$ cat config.mk
export PLATFORM = sky130hd
export DESIGN_NAME = seq_frame_tx_flat
export DESIGN_NICKNAME = d
export VERILOG_FILES = /design/src/rtl/seq_frame_tx_if.sv /design/src/rtl/seq_frame_tx.sv /design/src/flat_wrapper.sv
export SDC_FILE = /design/constraint.sdc
export NUM_CORES = 1
export LEC_CHECK = 0
export BUFFER_PORTS_ARGS = -buffer_cell sky130_fd_sc_hd__buf_2
export CAP_MARGIN = 20
export CORE_MARGIN = 5
export CORE_UTILIZATION = 49
export CTS_CLUSTER_SIZE = 28
export DETAILED_ROUTE_END_ITERATION = 8
export PLACE_DENSITY = 0.73
export SYNTH_ARGS = -nofsm -noshare
export SYNTH_HDL_FRONTEND = slang
export SYNTH_SLANG_ARGS = --single-unit
$ cat constraint.sdc
create_clock -name clk -period 1.65 [get_ports clk]
set_input_delay 0.0825 -clock clk [delete_from_list [all_inputs] [get_ports clk]]
set_output_delay 0.0825 -clock clk [all_outputs]
set_load 0.01 [all_outputs]
$ cat src/rtl/seq_frame_tx_if.sv
// Load handshake and serial-line bundle for seq_frame_tx.
// The master side supplies frames; the slave side is the transmitter.
interface seq_frame_tx_if #(
    parameter int FRAME_W = 3
);
    logic [FRAME_W-1:0] load_data;
    logic               load_valid;
    logic               load_ready;
    logic [3:0]         repeat_cnt;
    logic               ser_out;
    logic               ser_valid;
    logic               frame_start;
    logic               busy;
    logic               done;

    modport master (
        output load_data, load_valid, repeat_cnt,
        input  load_ready, ser_out, ser_valid, frame_start, busy, done
    );

    modport slave (
        input  load_data, load_valid, repeat_cnt,
        output load_ready, ser_out, ser_valid, frame_start, busy, done
    );
endinterface

$ cat src/rtl/seq_frame_tx.sv
// MSB-first serial frame transmitter with repeat count and idle gaps.
// Define SER_PARITY_EN to append an even-parity bit to every frame.
module seq_frame_tx #(
    parameter int   FRAME_W    = 3,
    parameter int   GAP_CYCLES = 1,
    parameter logic IDLE_LEVEL = 1'b0
) (
    input  logic           clk,
    input  logic           rst,
    seq_frame_tx_if.slave  bus_io
);

`ifdef SER_PARITY_EN
    typedef enum logic [1:0] {IDLE, SHIFT, PAR, GAP} state_e;
`else
    typedef enum logic [1:0] {IDLE, SHIFT, GAP} state_e;
`endif

    state_e             state_q, state_d;
    logic [FRAME_W-1:0] shift_q, shift_d;
    logic [FRAME_W-1:0] word_q, word_d;
    logic [3:0]         bitCnt_q, bitCnt_d;
    logic [3:0]         repCnt_q, repCnt_d;
    logic [3:0]         gapCnt_q, gapCnt_d;
    logic               serOut_q, serOut_d;
    logic               serValid_q, serValid_d;
    logic               frameStart_q, frameStart_d;
    logic               busy_q, busy_d;
    logic               done_q, done_d;

    logic               startFrame;
    logic               endFrame;
    logic [FRAME_W-1:0] startWord;

    assign bus_io.load_ready  = (state_q == IDLE) & ~rst;
    assign bus_io.ser_out     = serOut_q;
    assign bus_io.ser_valid   = serValid_q;
    assign bus_io.frame_start = frameStart_q;
    assign bus_io.busy        = busy_q;
    assign bus_io.done        = done_q;

    // The _d values describe what the line carries in the cycle after the
    // coming edge, so every output leaves the block straight from a flop.
    always_comb begin
        state_d      = state_q;
        shift_d      = shift_q;
        word_d       = word_q;
        bitCnt_d     = bitCnt_q;
        repCnt_d     = repCnt_q;
        gapCnt_d     = gapCnt_q;
        serOut_d     = IDLE_LEVEL;
        serValid_d   = 1'b0;
        frameStart_d = 1'b0;
        done_d       = 1'b0;
        startFrame   = 1'b0;
        endFrame     = 1'b0;
        startWord    = word_q;

        case (state_q)
            IDLE: begin
                if (bus_io.load_valid) begin
                    startFrame = 1'b1;
                    startWord  = bus_io.load_data;
                    word_d     = bus_io.load_data;
                    repCnt_d   = bus_io.repeat_cnt;
                end
            end
            SHIFT: begin
                // bitCnt_q counts the bits still to follow the one on the line.
                if (bitCnt_q != 4'd0) begin
                    serOut_d   = shift_q[FRAME_W-1];
                    serValid_d = 1'b1;
                    shift_d    = shift_q << 1;
                    bitCnt_d   = bitCnt_q - 4'd1;
                end else begin
`ifdef SER_PARITY_EN
                    state_d    = PAR;
                    serOut_d   = ^word_q;
                    serValid_d = 1'b1;
`else
                    endFrame   = 1'b1;
`endif
                end
            end
`ifdef SER_PARITY_EN
            PAR: begin
                endFrame = 1'b1;
            end
`endif
            GAP: begin
                if (gapCnt_q == 4'd0) begin
                    startFrame = 1'b1;
                end else begin
                    gapCnt_d = gapCnt_q - 4'd1;
                end
            end
            default: begin
                state_d = IDLE;
            end
        endcase

        if (endFrame) begin
            if (repCnt_q != 4'd0) begin
                repCnt_d = repCnt_q - 4'd1;
                if (GAP_CYCLES == 0) begin
                    startFrame = 1'b1;
                end else begin
                    state_d  = GAP;
                    gapCnt_d = 4'(GAP_CYCLES - 1);
                end
            end else begin
                state_d = IDLE;
                done_d  = 1'b1;
            end
        end

        if (startFrame) begin
            state_d      = SHIFT;
            serOut_d     = startWord[FRAME_W-1];
            serValid_d   = 1'b1;
            frameStart_d = 1'b1;
            shift_d      = startWord << 1;
            bitCnt_d     = 4'(FRAME_W - 1);
        end

        busy_d = (state_d != IDLE);
    end

    always_ff @(posedge clk) begin
        if (rst) begin
            state_q      <= IDLE;
            shift_q      <= '0;
            word_q       <= '0;
            bitCnt_q     <= '0;
            repCnt_q     <= '0;
            gapCnt_q     <= '0;
            serOut_q     <= IDLE_LEVEL;
            serValid_q   <= 1'b0;
            frameStart_q <= 1'b0;
            busy_q       <= 1'b0;
            done_q       <= 1'b0;
        end else begin
            state_q      <= state_d;
            shift_q      <= shift_d;
            word_q       <= word_d;
            bitCnt_q     <= bitCnt_d;
            repCnt_q     <= repCnt_d;
            gapCnt_q     <= gapCnt_d;
            serOut_q     <= serOut_d;
            serValid_q   <= serValid_d;
            frameStart_q <= frameStart_d;
            busy_q       <= busy_d;
            done_q       <= done_d;
        end
    end

endmodule

$ cat src/flat_wrapper.sv
// flat-port wrapper written by rule: the top's interface ports become plain ports
module seq_frame_tx_flat 
#(
    parameter int   FRAME_W    = 3,
    parameter int   GAP_CYCLES = 1,
    parameter logic IDLE_LEVEL = 1'b0
)
  (clk, rst, bus_io_load_data, bus_io_load_valid, bus_io_repeat_cnt, bus_io_load_ready, bus_io_ser_out, bus_io_ser_valid, bus_io_frame_start, bus_io_busy, bus_io_done);
  seq_frame_tx_if #(.FRAME_W(FRAME_W)) bus_io_i ();
  input  logic clk;
  input  logic rst;
  input wire logic [$bits(bus_io_i.load_data)-1:0] bus_io_load_data;
  input wire logic [$bits(bus_io_i.load_valid)-1:0] bus_io_load_valid;
  input wire logic [$bits(bus_io_i.repeat_cnt)-1:0] bus_io_repeat_cnt;
  output wire logic [$bits(bus_io_i.load_ready)-1:0] bus_io_load_ready;
  output wire logic [$bits(bus_io_i.ser_out)-1:0] bus_io_ser_out;
  output wire logic [$bits(bus_io_i.ser_valid)-1:0] bus_io_ser_valid;
  output wire logic [$bits(bus_io_i.frame_start)-1:0] bus_io_frame_start;
  output wire logic [$bits(bus_io_i.busy)-1:0] bus_io_busy;
  output wire logic [$bits(bus_io_i.done)-1:0] bus_io_done;
  assign bus_io_i.load_data = bus_io_load_data;
  assign bus_io_i.load_valid = bus_io_load_valid;
  assign bus_io_i.repeat_cnt = bus_io_repeat_cnt;
  assign bus_io_load_ready = bus_io_i.load_ready;
  assign bus_io_ser_out = bus_io_i.ser_out;
  assign bus_io_ser_valid = bus_io_i.ser_valid;
  assign bus_io_frame_start = bus_io_i.frame_start;
  assign bus_io_busy = bus_io_i.busy;
  assign bus_io_done = bus_io_i.done;
  seq_frame_tx #(.FRAME_W(FRAME_W), .GAP_CYCLES(GAP_CYCLES), .IDLE_LEVEL(IDLE_LEVEL)) u_core (.clk(clk), .rst(rst), .bus_io(bus_io_i));
endmodule
=== Yosys cells after proc, flatten, opt, wreduce, memory -nomap -nowiden ===
Index checks and enable logic that the tools add are counted.
Widths: inputs -> output; s select.

* Bits in registers: 24
* Output and inout bits: 6
* Word-level logic and storage cells: 65

* Add/subtract/negate cells: 3
* Eq/ne operators: 2
* Muxes and demuxes: 33
* Bitwise logic cells: 3
* Reduce and logical (&&, ||, !) cells: 12

{| class="wikitable"
|+ Operator list
! cell !! count
|-
| $mux 4 || 8
|-
| $mux 3 || 5
|-
| $mux 2 || 7
|-
| $mux 1 || 12
|-
| $sub 4x1->4 const B || 3
|-
| $reduce_bool 4->1 || 2
|-
| $reduce_bool 2->1 || 3
|-
| $logic_not 4->1 || 1
|-
| $reduce_and 2->1 || 2
|-
| $reduce_or 2->1 || 2
|-
| $reduce_or 3->1 || 1
|-
| $eq 2x1->1 const B || 1
|-
| $eq 2x2->1 const B || 1
|-
| $logic_not 2->1 || 1
|-
| $not 1->1 || 2
|-
| $pmux 1 s2 || 1
|-
| $and 1x1->1 || 1
|}

=== Logic depth before layout (Yosys ltp) ===
* Depth after elaboration: 6
* Mapped depth: 7
* Gate-level depth less buffers: 6

=== Worst setup path after synthesis ===
No wires, ideal clock.

* Kind: register -> register
* Start point: reg u_core.bitCnt_q[0]
* End point: reg u_core.repCnt_q[1]
* Setup time: 79 ps
* Arrival: 1591 ps
* Data required time: 1571 ps
* Setup slack: -21 ps
* Stages on the path, launching flop included: 8
* Clock period less this slack: 1671 ps
* Cell sequence: dfxtp_1 > inv_1 > ha_1 > or3b_1 > clkbuf_2 > nor3_4 > a211oi_1 > a211oi_2

* Cells in the longest elaborated chain, start to end: 4

{| class="wikitable"
|+ RTL lines
! item !! RTL line !! text
|-
| start, declared || seq_frame_tx.sv:22 || <nowiki>logic [3:0] bitCnt_q, bitCnt_d;</nowiki>
|-
| start signal, assigned || seq_frame_tx.sv:146 || <nowiki>bitCnt_q <= bitCnt_d;</nowiki>
|-
| $reduce_bool 4->1 || seq_frame_tx.sv:70 || <nowiki>if (bitCnt_q != 4'd0) begin</nowiki>
|-
| $mux 1 || seq_frame_tx.sv:70 ||
|-
| $mux 1 || seq_frame_tx.sv:59 || <nowiki>case (state_q)</nowiki>
|-
| $mux 4 || seq_frame_tx.sv:102 || <nowiki>if (endFrame) begin</nowiki>
|-
| end signal, assigned || seq_frame_tx.sv:147 || <nowiki>repCnt_q <= repCnt_d;</nowiki>
|-
| end, declared || seq_frame_tx.sv:23 || <nowiki>logic [3:0] repCnt_q, repCnt_d;</nowiki>
|}

Every way passes these cells.
A chain may end at the register's enable or synchronous reset.

=== Worst setup path after layout ===
* Start point: reg u_core.bitCnt_q[1]
* End point: reg u_core.repCnt_q[2]

Same word-level chain as after synthesis.

==> flow_summary.json <==
{
  "dieArea_mm2": 0.00326,
  "io_pins": 16,
  "grt_usage": 0.144,
  "routabilityCongestion": 0.823,
  "place.port_buffers": 15,
  "type_of_element_launching_the_critical_path": "flop",
  "floorplan.initialDensity": 0.501,
  "yosys.area.top_type_share": 0.442,
  "layout-drive-gt1-share": 0.292,
  "setup_total_negative_slack_ps": 0,
  "num_rows": 17,
  "tritoncts_num_sinks": 24,
  "power.switching_uw": 366,
  "insertion_delay_ps": 310,
  "crit_path_cell_trace": "inv_2, ha_4, or3b_4, or3_1, a21oi_1, a2111oi_0",
  "timing_worst_slew_pin_value_ps": 457,
  "endpoint_kind_of_the_worst_setup_timing_path": "flop",
  "crit_path_max_fanout": 3,
  "cts-buffers-inserted": 3,
  "yosys_register_bits": 24,
  "p_leak_nw": 0.547,
  "post-route-period-util": 0.990,
  "dp_hpwl_mm": 1.72,
  "finalInstanceArea_mm2": 0.00134,
  "power_frac_comb": 0.249,
  "grt_setup_unrepaired": "yes",
  "synth.area.top_cells": "sky130_fd_sc_hd__dfxtp_1, sky130_fd_sc_hd__mux2i_1, sky130_fd_sc_hd__nor3_1",
  "grt_max_degree": 26,
  "area_growth_syn_to_layout_pct": 23.2,
  "worst_ep_required_ps": 1840,
  "clock_transition_at_the_registers_of_the_reported_paths_ps": 130,
  "num-nets-final": 158,
  "slew_viol_final": 0,
  "sw_frac_of_total": 0.286,
  "peakVddDrop_v": 0.000743,
  "synth_area_mm2": 0.00109,
  "fmax_ghz": 0.612,
  "cpPeakStageDelay_ps": 390,
  "total_power_mw": 1.28,
  "wire_length_of_the_first_global_routing_pass_mm": 3.83,
  "totalWireLength_mm": 2.25,
  "dieWidth_um": 57.1,
  "core_mm2": 0.00217,
  "placedInstanceArea_mm2": 0.00125,
  "p_int_uw": 912,
  "grt_antenna_before_repair": 0,
  "min-delay-path-class": "input pin to flop",
  "routed.top_layer": "met3",
  "met1_length_mm": 1.02,
  "routed_wire_length_per_instance_um": 13.1,
  "number_of_detailed_route_iterations_in_the_first_pass": 3,
  "postCtsSetupBuffers": 0,
  "tritoncts": "yes",
  "route.vias.total": 924,
  "worst-endpoint-arrival_ps": 1830,
  "criticalPathCategory": "flop to flop",
  "antenna-diode-count": 0,
  "finalClockSkew_ps": 6.95,
  "number_of_design_rule_violations_left_after_detail_routing": 0,
  "max-cap-violations": 0,
  "vias_per_cell": 5.37,
  "result_of_the_run": "complete, no violations",
  "share_clk_of_total_power": 0.243,
  "max-slew-margin-rel": 0.695,
  "synthCells": 120,
  "met2RoutedLength_mm": 1.15,
  "die_y_um": 57.1,
  "grt_pass1_vias": 972,
  "clock_tree.root_cell": "sky130_fd_sc_hd__clkbuf_4",
  "synth_nets": 133,
  "p_seq_frac": 0.508,
  "overflow_left_after_global_routing": 0,
  "final-hold-violation-count": 0,
  "antenna_left": 0,
  "synth_cell_type_count": 33,
  "h_tree_depth_reported_by_cts": 1,
  "ys_seq_area_frac": 0.442,
  "final.min_clock_period_ps": 1630,
  "initial_detailed_routing_violation_count": 9,
  "ys_warn_count": 0,
  "clock_tree.buffer_depth": 2,
  "library_cell_contributing_the_largest_single_delay_on_the_critical_path": "sky130_fd_sc_hd__or3b_4",
  "power_per_cell_area_mw_per_mm2": 956,
  "synth_area_leader_cell": "sky130_fd_sc_hd__dfxtp_1",
  "finalSetupViolCount": 0,
  "synth.avg_cell_area_um2": 9.05,
  "routed-wl-met3_um": 73
}
synthesized netlist by cell type:
master	count
sky130_fd_sc_hd__dfxtp_1	24
sky130_fd_sc_hd__nor2_1	12
sky130_fd_sc_hd__nor3_1	11
sky130_fd_sc_hd__a21oi_1	7
sky130_fd_sc_hd__inv_1	7
sky130_fd_sc_hd__nand2_1	7
sky130_fd_sc_hd__mux2i_1	6
sky130_fd_sc_hd__nand3_1	4
sky130_fd_sc_hd__nor2b_1	4
sky130_fd_sc_hd__nor3b_1	4
sky130_fd_sc_hd__a211oi_1	3
sky130_fd_sc_hd__clkbuf_1	3
sky130_fd_sc_hd__ha_1	3
sky130_fd_sc_hd__a2111oi_0	2
sky130_fd_sc_hd__a21o_1	2
sky130_fd_sc_hd__nand2b_1	2
sky130_fd_sc_hd__xnor2_1	2
sky130_fd_sc_hd__xor2_1	2
sky130_fd_sc_hd__a211oi_2	1
sky130_fd_sc_hd__a221oi_1	1
sky130_fd_sc_hd__a31oi_1	1
sky130_fd_sc_hd__a32o_1	1
sky130_fd_sc_hd__a41o_1	1
sky130_fd_sc_hd__buf_4	1
sky130_fd_sc_hd__clkbuf_2	1
sky130_fd_sc_hd__nand4b_1	1
sky130_fd_sc_hd__nor3_4	1
sky130_fd_sc_hd__nor3b_2	1
sky130_fd_sc_hd__nor4_1	1
sky130_fd_sc_hd__o21a_1	1
sky130_fd_sc_hd__o21ai_0	1
sky130_fd_sc_hd__or3_1	1
sky130_fd_sc_hd__or3b_1	1
state kept, by name (all words and copies together), names as in the netlist:
register	count
u_core.state_q	2
u_core.bus_io.done	1
u_core.repCnt_q	4
u_core.bus_io.ser_out	1
u_core.word_q	3
u_core.bus_io.ser_valid	1
u_core.shift_q	2
u_core.bus_io.frame_start	1
u_core.bitCnt_q	4
u_core.gapCnt_q	4
u_core.bus_io.busy	1
layout by cell type, fill, tap and decap left out, types with 3 or more instances in the layout:
cell,instances
sky130_fd_sc_hd__dfxtp_1,22
sky130_fd_sc_hd__buf_2,15
sky130_fd_sc_hd__nor3_1,11
sky130_fd_sc_hd__nor2_1,11
sky130_fd_sc_hd__buf_4,8
sky130_fd_sc_hd__a21oi_1,7
sky130_fd_sc_hd__mux2i_1,6
sky130_fd_sc_hd__nand2_1,6
sky130_fd_sc_hd__inv_1,5
sky130_fd_sc_hd__nor2b_1,4
sky130_fd_sc_hd__nand3_1,4
sky130_fd_sc_hd__nor3b_2,3
sky130_fd_sc_hd__a211oi_1,3
sky130_fd_sc_hd__clkbuf_4,3
power groups by stage:
stage	Combinational, mW	Sequential [mW]	Clock [mW]
finish	0.318	0.650	0.311
detailed placement	0.298	0.660	0
global placement	0.290	0.658	0
CTS	0.308	0.648	0.316
global route	0.353	0.656	0.345
floorplan	0.190	0.662	0
layout make-up:
class	count	area, um^2
fill	211	832
timing repair buffer	25	165
multi-input combinational	84	592
tap	28	35.0
inverter	7	26.3
clock buffer	4	36.3
sequential	24	483
logic make-up (layout without fill, tap and decap cells):
group | after synthesis | after routing | synth area share
flops | 24 | 24 | 0.442
mux | 6 | 6 | 0.0553
compound gates | 21 | 21 | 0.138
xor+xnor | 4 | 4 | 0.0323
fa+ha+maj | 3 | 3 | 0.0346
simple gates | 50 | 50 | 0.251
buf+inv | 12 | 36 | 0.0461
final timing paths:
check | startpoint | endpoint | slack (ps) | cells past startpoint
max reg2reg | u_core.bitCnt_q[1] | u_core.repCnt_q[2] | 20 | 6
max | u_core.bitCnt_q[1] | u_core.repCnt_q[2] | 20 | 6
min reg2reg | u_core.shift_q[1] | u_core.shift_q[2] | 490 | 2
min | bus_io_load_data[0] | u_core.word_q[0] | 40 | 3
stage by stage:
| step | instances | setup slack, ps | hold slack [ps] | util |
|---|---|---|---|---|
| 2_1_floorplan | 120 | -6.23 | 219 | - |
| 3_3_place_gp | 167 | 26.7 | 324 | 0.577 |
| 3_5_place_dp | 167 | -11.9 | 331 | 0.577 |
| 4_1_cts | 172 | 4.75 | 45.3 | 0.604 |
| 5_1_grt | 172 | -20.8 | 73.6 | 0.616 |
| 6_report | 172 | 15.8 | 41.4 | 0.616 |
critical path, delay by kind of cell (launching register included):
kind	cells	cell delay [ps]
AND/OR/NAND/NOR	2	770
flip-flops	1	350
AO/OA/AOI/OAI	2	200
adder cells (fa/ha/maj)	1	130
buffers and inverters	1	60
routing by layer:
| layer | vias up | GRT usage |
|---|---|---|
| met5 | - | 0 |
| met3 | 0 | 0.0317 |
| met2 | 12 | 0.281 |
| met1 | 440 | 0.152 |
| met4 | 0 | 0.0397 |
| li1 | 472 | - |
repair_timing:
item / 4_1_cts / 5_1_grt
endpoints found under the setup margin: 3 / 10
resized for setup: 3 / 9
hold buffers: 1 / 0
hold endpoints to repair: 1 / 0
pin swaps: 0 / 6
(Power assumes the default switching activity.)
